`src/rtl/usb_crc_pkg.sv`:
```
// Shared CRC constants and receive-checker state encoding for the USB
// serial interface engine.
//   CRC5_*  : token/SOF CRC (reflected polynomial, shifted LSB first)
//   CRC16_* : data-packet CRC, reserved for the data-packet checker
//   state_e : usb_token_crc5_check FSM states
package usb_crc_pkg;

    localparam logic [4:0]  CRC5_INIT       = 5'h1F;
    localparam logic [4:0]  CRC5_POLY_REFL  = 5'h14;

    localparam logic [15:0] CRC16_INIT      = 16'hFFFF;
    localparam logic [15:0] CRC16_POLY_REFL = 16'hA001;
    // Register value left after shifting a good packet including its CRC.
    localparam logic [15:0] CRC16_RESIDUAL  = 16'hB001;

    typedef enum logic [2:0] {
        WAIT_B1  = 3'd0,
        SHIFT_B1 = 3'd1,
        WAIT_B2  = 3'd2,
        SHIFT_B2 = 3'd3,
        COMPARE  = 3'd4
    } state_e;

endpackage

```
`src/rtl/crc5_serial_step.sv`:
```
// One bit of the USB CRC5, reflected form. Shared by the receive checker and
// the transmit generator so both ends produce bit-identical register values.
// Ports:
//   crc_i [4:0]  current CRC register
//   bit_i        next bit on the wire
//   crc_o [4:0]  CRC register after absorbing bit_i
module crc5_serial_step
    import usb_crc_pkg::*;
(
    input  logic [4:0] crc_i,
    input  logic       bit_i,
    output logic [4:0] crc_o
);

    logic [4:0] shifted;

    assign shifted = {1'b0, crc_i[4:1]};
    assign crc_o   = (crc_i[0] ^ bit_i) ? (shifted ^ CRC5_POLY_REFL) : shifted;

endmodule

```
`src/rtl/usb_token_crc5_check.sv`:
```
// Receive-side CRC5 checker for USB token/SOF packets. Takes the two bytes
// following the PID, recovers the 11-bit token field and checks the 5-bit
// CRC carried in the top of byte 2, one bit per clock.
// Ports:
//   clk, rst        system clock, async active-high reset
//   rstCheck        synchronous clear back to the first-byte state
//   byteValid       dataIn carries a token byte (taken only while ready=1)
//   dataIn [7:0]    received byte, bit 0 first on the wire
//   ready           a byte can be accepted this cycle
//   checkDone       one-cycle pulse, result valid
//   crcOK           CRC matched; held until the next token starts
//   tokenField[10:0]{byte2[2:0], byte1}; held until the next token starts
//   overrun         one-cycle pulse, a byte arrived while busy and was dropped
//
// state    | meaning
// WAIT_B1  | idle, waiting for byte 1 (addr / frame low)
// SHIFT_B1 | folding the 8 bits of byte 1 into the CRC
// WAIT_B2  | waiting for byte 2 (field high bits + CRC)
// SHIFT_B2 | folding the 3 field bits of byte 2 into the CRC
// COMPARE  | compare received CRC with inverted register, pulse checkDone
module usb_token_crc5_check
    import usb_crc_pkg::*;
(
    input  logic        clk,
    input  logic        rst,
    input  logic        rstCheck,
    input  logic        byteValid,
    input  logic [7:0]  dataIn,
    output logic        ready,
    output logic        checkDone,
    output logic        crcOK,
    output logic [10:0] tokenField,
    output logic        overrun
);

    state_e      state_q, state_d;
    logic [7:0]  d_q, d_d;
    logic [2:0]  cnt_q, cnt_d;
    logic [4:0]  crc_q, crc_d;
    logic [4:0]  rx_crc_q, rx_crc_d;
    logic        ok_q, ok_d;
    logic        done_q, done_d;
    logic        ovr_q, ovr_d;
    logic [10:0] tok_q, tok_d;
    logic [4:0]  crc_step;

    crc5_serial_step u_step (
        .crc_i (crc_q),
        .bit_i (d_q[0]),
        .crc_o (crc_step)
    );

    assign ready = (state_q == WAIT_B1) || (state_q == WAIT_B2);

    always_comb begin
        state_d  = state_q;
        d_d      = d_q;
        cnt_d    = cnt_q;
        crc_d    = crc_q;
        rx_crc_d = rx_crc_q;
        ok_d     = ok_q;
        tok_d    = tok_q;
        done_d   = 1'b0;
        ovr_d    = byteValid & ~ready;

        if (rstCheck) begin
            // Clear wins over a byte arriving in the same cycle: no accept, no overrun.
            state_d  = WAIT_B1;
            d_d      = 8'h00;
            cnt_d    = 3'd0;
            crc_d    = CRC5_INIT;
            rx_crc_d = 5'h00;
            ok_d     = 1'b0;
            tok_d    = 11'h000;
            ovr_d    = 1'b0;
        end else begin
            case (state_q)
                WAIT_B1: begin
                    if (byteValid) begin
                        d_d        = dataIn;
                        tok_d[7:0] = dataIn;
                        crc_d      = CRC5_INIT;
                        ok_d       = 1'b0;
                        cnt_d      = 3'd7;
                        state_d    = SHIFT_B1;
                    end
                end
                SHIFT_B1: begin
                    crc_d = crc_step;
                    d_d   = {1'b0, d_q[7:1]};
                    if (cnt_q == 3'd0) state_d = WAIT_B2;
                    else               cnt_d   = cnt_q - 3'd1;
                end
                WAIT_B2: begin
                    if (byteValid) begin
                        d_d         = {5'b00000, dataIn[2:0]};
                        tok_d[10:8] = dataIn[2:0];
                        rx_crc_d    = dataIn[7:3];
                        cnt_d       = 3'd2;
                        state_d     = SHIFT_B2;
                    end
                end
                SHIFT_B2: begin
                    crc_d = crc_step;
                    d_d   = {1'b0, d_q[7:1]};
                    if (cnt_q == 3'd0) state_d = COMPARE;
                    else               cnt_d   = cnt_q - 3'd1;
                end
                COMPARE: begin
                    // CRC is sent inverted, so a good packet matches the complement.
                    ok_d    = (rx_crc_q == ~crc_q);
                    done_d  = 1'b1;
                    state_d = WAIT_B1;
                end
                default: state_d = WAIT_B1;
            endcase
        end
    end

    always_ff @(posedge clk or posedge rst) begin
        if (rst) begin
            state_q  <= WAIT_B1;
            d_q      <= 8'h00;
            cnt_q    <= 3'd0;
            crc_q    <= CRC5_INIT;
            rx_crc_q <= 5'h00;
            ok_q     <= 1'b0;
            done_q   <= 1'b0;
            ovr_q    <= 1'b0;
            tok_q    <= 11'h000;
        end else begin
            state_q  <= state_d;
            d_q      <= d_d;
            cnt_q    <= cnt_d;
            crc_q    <= crc_d;
            rx_crc_q <= rx_crc_d;
            ok_q     <= ok_d;
            done_q   <= done_d;
            ovr_q    <= ovr_d;
            tok_q    <= tok_d;
        end
    end

    assign checkDone  = done_q;
    assign crcOK      = ok_q;
    assign tokenField = tok_q;
    assign overrun    = ovr_q;

endmodule

```
`config.mk`:
```
export PLATFORM = sky130hd
export DESIGN_NAME = usb_token_crc5_check
export DESIGN_NICKNAME = d
export VERILOG_FILES = /design/src/rtl/usb_crc_pkg.sv /design/src/rtl/crc5_serial_step.sv /design/src/rtl/usb_token_crc5_check.sv
export SDC_FILE = /design/constraint.sdc
export NUM_CORES = 1
export LEC_CHECK = 0
export BUFFER_PORTS_ARGS = -buffer_cell sky130_fd_sc_hd__buf_2
export CORE_MARGIN = 3
export CORE_UTILIZATION = 59
export CTS_BUF_LIST = sky130_fd_sc_hd__clkbuf_4 sky130_fd_sc_hd__clkbuf_8
export CTS_CLUSTER_SIZE = 40
export DETAILED_ROUTE_END_ITERATION = 10
export GPL_ROUTABILITY_DRIVEN = 0
export MAX_ROUTING_LAYER = met4
export PLACE_DENSITY = 0.9
export SETUP_SLACK_MARGIN = 0.15
export SKIP_LAST_GASP = 1
export SYNTH_ARGS = -nofsm -noshare
export SYNTH_HDL_FRONTEND = slang
export SYNTH_HIERARCHICAL = 1
export SYNTH_SLANG_ARGS = --single-unit
```
`constraint.sdc`:
```
create_clock -name clk -period 1.6 [get_ports clk]
set_input_delay 0.16 -clock clk [delete_from_list [all_inputs] [get_ports clk]]
set_output_delay 0.16 -clock clk [all_outputs]
set_load 0.05 [all_outputs]
```
==> results.yml, run 1 <==
route:
  routed_via_density: 5.854
  initialDrtViolationCount: 56
  drc: 0
  drt_wl_total_um: 3752
  routedWlPerCell_um: 16.60
  antenna_left: 0
  vias: 1323
  first_pass_iters: 4
grt:
  grt_overflow: 0
  first_global_vias: 1366
  grtUsageMet3_pct: 5.576
  busiest_layer: "met2"
  grt_pass1_wl_um: 6561
  track_usage_pct: 22.20
  use_met1_pct: 27.01
  grt_max_degree: 39
  antenna_found_initial: 0
  met2_usage_pct: 36.22
sta:
  setup_viol: 0
  slew_headroom_pct: 68.77
  tns_ps: 0
  min_period_over_period_pct: 87.05
  fmax_mhz: 718.0
  rsz0062_at_grt: "yes"
  finalClockSkew_ps: 8.879
  slew_viol_final: 0
  period_minus_slack_ps: 1393
  hold_viol: 0
  tightest_slew_ps: 468.4
power:
  irDropWorstVdd_mv: 0.7462
  p_leak_nw: 0.9713
  p_total_w: 0.002196
  powerDensity_nw_per_um2: 1018
worst_setup_path:
  path_cells: "buf_4 -> nor4b_4 -> nand4_1 -> o31ai_1"
  slowest_delay_ps: 470
  critPathLaunchType: "register"
  endpoint_kind: "register"
  crit_path_start: "state_q[1]"
  crit_fanout: 4
  cp.arrival_ps: 1650
  worstReg2RegStart: "state_q[1]"
  required_ps: 1860
  rrSetupSlack_ps: 210
  critical_path_class: "register to register"
  critPathSlowestCell: "dfrtp_2"
clocking:
  cts_made_buffers: 5
  clock_sinks: 38
  cts_buffer_depth: 2
  cts_tree: "yes"
  clk_pin_slew_worst_paths_ps: 120
  cts_root_buffer: "clkbuf_4"
  h-tree-depth: 2
  clk_latency_ps: 350
job:
  cap_violations: 0
cells_and_area:
  final_common_cell: "dfrtp_1"
  drive_gt1_share_pct: 41.30
  final_cell_mix: "dfrtp_1, buf_2, mux2_2"
  final_core_util_pct: 74.37
  nets: 197
  postLayoutCellArea_sq_um: 2157
  syn2layout_area_growth_pct: 14.02
  diodes: 0
status:
  status: "completed"
logic_synthesis:
  yosysSeqAreaShare_pct: 50.60
  synthesis.area_sq_um: 1892
  synthesis.nets: 165
  synthCells: 151
  avgSynthCellArea_sq_um: 12.53
  ys_warn_count: 6
  synth.distinct_cells: 41
  synth_seq_cells: 38
placed_design:
  dp_hpwl_um: 2790
  numPortBuffers: 26
  dpl_cell_area_sq_um: 2058
floorplanning:
  die_area_sq_um: 3922
  die_width_um: 62.63
  io_pins: 27
  start_util_pct: 65.23
  fp.coreArea_sq_um: 2900
  rows: 19
  die_height_um: 62.63
hold_path:
  worstHoldStart: "dataIn[7]"
  hp-class: "input port to register"
-- stage by stage --
step	setup slack, ps	hold slack (ps)	std cells
finish	207.2	74.88	226
global route	112.6	71.01	226
CTS	158.4	72.37	225
detailed placement	161.3	299.0	216
global placement	207.7	276.3	216
floorplan	174.1	309.1	151
-- layer usage --
layer	wire length (um)	part of all wire, %	up-vias
li1	-	-	610
met1	1588	42	666
met2	1930	51	37
met3	169	4.5	10
met4	64	1.7	0
met5	0	0	-
-- synthesized netlist by cell type (all sizes together) --
cell type  number  share of area [%]
and3b           1               0.46
o32ai           5                2.3
nand2b          1               0.33
and2b           1               0.40
ha              2                1.3
inv             5               0.99
nor4b           1                1.3
nand3b          1               0.40
o2bb2ai         8                3.7
mux2i           3                1.6
mux2           16                9.5
a21oi           1               0.26
o21ba           1               0.53
a22oi           3                1.2
dfrtp          33                 44
nor2           11                3.1
nor3            1               0.26
and3            1               0.33
nor3b           1               0.40
dfstp           5                6.9
nor2b           9                3.0
xor2            5                2.3
xnor2           3                1.4
a32o            3                1.6
a31oi           2                2.2
nand2           3               0.60
o311ai          1               0.46
nand4           1               0.33
a21o            2               0.79
buf            11                4.0
o21ai           6                1.8
o31ai           1               0.40
a32oi           1               0.46
o21a            1               0.40
xor3            1                1.3
-- report_power, final --
part / switching [W] / total [W] / internal [W]
sequential: 0.0000695 / 0.00112 / 0.00105
combinational: 0.000346 / 0.000569 / 0.000223
clock: 0.000334 / 0.000505 / 0.000171
-- path summary, 6_finish.rpt --
| kind | end | depth (start not counted) |
|---|---|---|
| max | crcOK | 4 |
| max in group asynchronous | crc_q[0] | 4 |
| min reg2reg | d_q[7] | 1 |
| min in group asynchronous | tokenField[1] | 4 |
| min | d_q[7] | 3 |
| max reg2reg | crcOK | 4 |
-- flip-flops by register name, summed over array words and instances, names as in the netlist --
register    count
checkDone       1
cnt_q           3
crcOK           1
crc_q           5
d_q             8
overrun         1
rx_crc_q        5
state_q         3
tokenField     11
-- final cells by class --
| class | count | area (sq um) |
|---|---|---|
| Clock buffer | 5 | 37.54 |
| Timing Repair Buffer | 36 | 221.5 |
| Inverter | 5 | 18.77 |
| Clock inverter | 3 | 21.27 |
| Multi-Input combinational cell | 97 | 844.6 |
| Fill cell | 194 | 743.2 |
| Sequential cell | 38 | 960.9 |
| Tap cell | 42 | 52.55 |
-- cells by family after synthesis --
logic type,count (synthesis),share of synthesized area [%]
flops,38,50.60
buf+inv,16,5.026
xor+xnor,9,4.960
fa+ha+maj,2,1.323
compound gates,35,16.14
mux,19,11.11
simple gates,32,10.85
-- timing repair --
item / CTS / global route
gates resized for setup: 2 / 6
buffers inserted: 0 / 1
hold buffers: 1 / 0
pin swaps: 0 / 4
hold endpoints to repair: 33 / 0
endpoints found under the setup margin: 9 / 25
-- worst max-delay path: cells and delay by family, from the launching register on --
kind / cells / cell delay [ps]
compound gates: 1 / 250
flops: 1 / 470
buf+inv: 1 / 170
simple gates: 2 / 420
(Power assumes the default switching activity.)
==> inputs of run 2 (changes only) <==
Settings changed: CORE_UTILIZATION 59 to 32, PLACE_DENSITY 0.9 to 0.58.
==> run 2 against run 1 <==
  * Clock skew shrank 5.3 ps
  * Setup slack improved by 10 ps
  * First-iteration DRC count increased by 18%
  * Fmax is 0.74% higher
  * Total power increased by 8.9%
  * Die area grew 75%
  * Routed wire length rose by 5.9%
  * Final cell count grew 13%
  * Register-to-register slack about the same
  * Flip-flop and latch count unchanged
  * Non-clock buffer count fell by 1
==> results.yml, run 2 (same netlist as run 1, synthesis figures left out) <==
grt:
  grt_overflow: 0
  first_global_vias: 1276
  track_usage_pct: 12.40
  grt_pass1_wl_um: 6658
  antenna_found_initial: 0
  grt_max_degree: 39
floorplanning:
  die_area_sq_um: 6871
  rows: 27
  fp.coreArea_sq_um: 5608
  start_util_pct: 33.73
  io_pins: 27
  die_width_um: 82.89
  die_height_um: 82.89
cells_and_area:
  diodes: 0
  final_common_cell: "dfrtp_1"
  largest_reg_flops: 11
  drive_gt1_share_pct: 40.98
  n_fill_cell: 574
  postLayoutCellArea_sq_um: 2236
  ff_latch_area_sq_um: 959.7
  final_cells: 255
  multiInputGateArea_sq_um: 847.1
  nets: 196
  final_cell_mix: "dfrtp_1, buf_2, mux2_2"
  syn2layout_area_growth_pct: 18.19
worst_setup_path:
  slowest_delay_ps: 460
  path_buf_inv: 1
  crit_fanout: 9
  crit_path_start: "state_q[0]"
  worstReg2RegStart: "state_q[0]"
  cp.arrival_ps: 1560
  critical_path_class: "register to register"
  cp.depth: 4
  path_cells: "nor2_4 -> a31oi_4 -> buf_12 -> mux2_2"
  critPathLaunchType: "register"
  path_delay_family: "flip-flops"
  required_ps: 1780
  critPathSlowestCell: "dfrtp_2"
  endpoint_kind: "register"
  reg2regPathDepth: 4
clocking:
  cts_made_buffers: 5
  cts_buffer_depth: 2
  h-tree-depth: 2
  cts_tree: "yes"
  clock_sinks: 38
  post_cts_buffers: 0
  cts_root_buffer: "clkbuf_8"
  clk_pin_slew_worst_paths_ps: 80
  clk_latency_ps: 290
route:
  drc: 0
  antenna_left: 0
  routed_via_density: 5.067
  routedWlPerCell_um: 15.58
  vias: 1292
  first_pass_iters: 4
  initialDrtViolationCount: 66
  drt_wl_total_um: 3972
power:
  p_leak_nw: 0.9880
  p_seq_share_pct: 46.6
  power_frac_comb_pct: 24.2
  power_frac_clock_pct: 29.2
  irDropWorstVdd_mv: 0.5160
  p_int_w: 0.001624
  p_switching_w: 0.0007664
  powerDensity_nw_per_um2: 1069
  p_total_w: 0.002391
  p_sw_share_pct: 32.05
hold_path:
  whs_path_depth: 3
  worstHoldStart: "dataIn[7]"
  hp-class: "input port to register"
sta:
  period_minus_slack_ps: 1382
  fmax_mhz: 723.3
  slew_viol_final: 0
  tns_ps: 0
  tightest_slew_ps: 504.5
  setup_viol: 0
  slew_headroom_pct: 66.37
  hold_ws_ps: 149.7
  hold_viol: 0
  finalClockSkew_ps: 3.589
  rsz0062_at_grt: "yes"
  min_period_over_period_pct: 86.40
placed_design:
  dp_cells: 246
  dpl_cell_area_sq_um: 2121
  dp_hpwl_um: 2871
  numPortBuffers: 26
job:
  cap_violations: 0
status:
  status: "completed"
## run 2: cell types whose count changed in the layout (fill, tap and decap cells not counted)
| cell | before | now |
|---|---|---|
| buf_12 | 0 | 2 |
| buf_2 | 25 | 26 |
| buf_4 | 7 | 6 |
| buf_6 | 3 | 0 |
| clkbuf_4 | 5 | 0 |
| clkbuf_8 | 0 | 6 |
| clkinv_4 | 1 | 0 |
| dfrtp_1 | 30 | 31 |
| dfrtp_2 | 3 | 2 |
| nor2_1 | 8 | 7 |
| nor2_2 | 0 | 1 |
## run 2: area by class of cell
type | count | share of cell area (%)
Timing Repair Buffer | 35 | 10.07
Inverter | 5 | 0.8394
Sequential cell | 38 | 42.92
Multi-Input combinational cell | 97 | 37.88
Tap cell | 72 | 4.029
Clock inverter | 2 | 0.5596
Clock buffer | 6 | 3.693
## run 2: final timing paths
| check | end | slack [ps] |
|---|---|---|
| worst max-delay path | tokenField[2] | 220 |
| worst min-delay path | d_q[7] | 150 |
| worst max register to register | tokenField[2] | 220 |
| worst min register to register | d_q[4] | 490 |
| max in group asynchronous | state_q[2] | 730 |
| min in group asynchronous | tokenField[6] | 520 |
## run 2: worst reg2reg max path: cells and delay by family, from the launching register on
family                 cells  cell delay (ps)
AOI/OAI and AO/OA          1              120
buffers and inverters      1              170
DFF                        1              460
muxes                      1              270
and+or+nand+nor            1              250
## run 2: what timing repair did
| action | in CTS | in global routing |
|---|---|---|
| hold buffers | 1 | 0 |
| setup endpoints to repair | 3 | 19 |
| resized for setup | 1 | 3 |
| endpoints found under the hold margin | 33 | 0 |
## run 2: per-stage QoR
step | util [%] | setup slack [ps]
global route | 39.87 | 97.17
global placement | 37.82 | 170.3
finish | 39.87 | 217.5
CTS | 39.78 | 179.5
detailed placement | 37.82 | 147.5
floorplan | - | 174.1
## run 2: power groups by stage
stage	Clock, W	Sequential (W)	Combinational [W]
after detailed placement	0	0.00113	0.000582
after CTS	0.000719	0.00111	0.000587
final	0.000699	0.00111	0.000578
after global routing	0.000750	0.00113	0.000627
after global placement	0	0.00113	0.000578
after floorplan	0	0.00122	0.000338
## run 2: per-layer routing
layer  share of wire, %  vias to the layer above  track usage, %
met4                1.9                        0           5.052
met5                  0                        -               -
met3                5.7                        9           3.571
met2                 43                       40           16.40
li1                   -                      606               -
met1                 49                      637           17.60
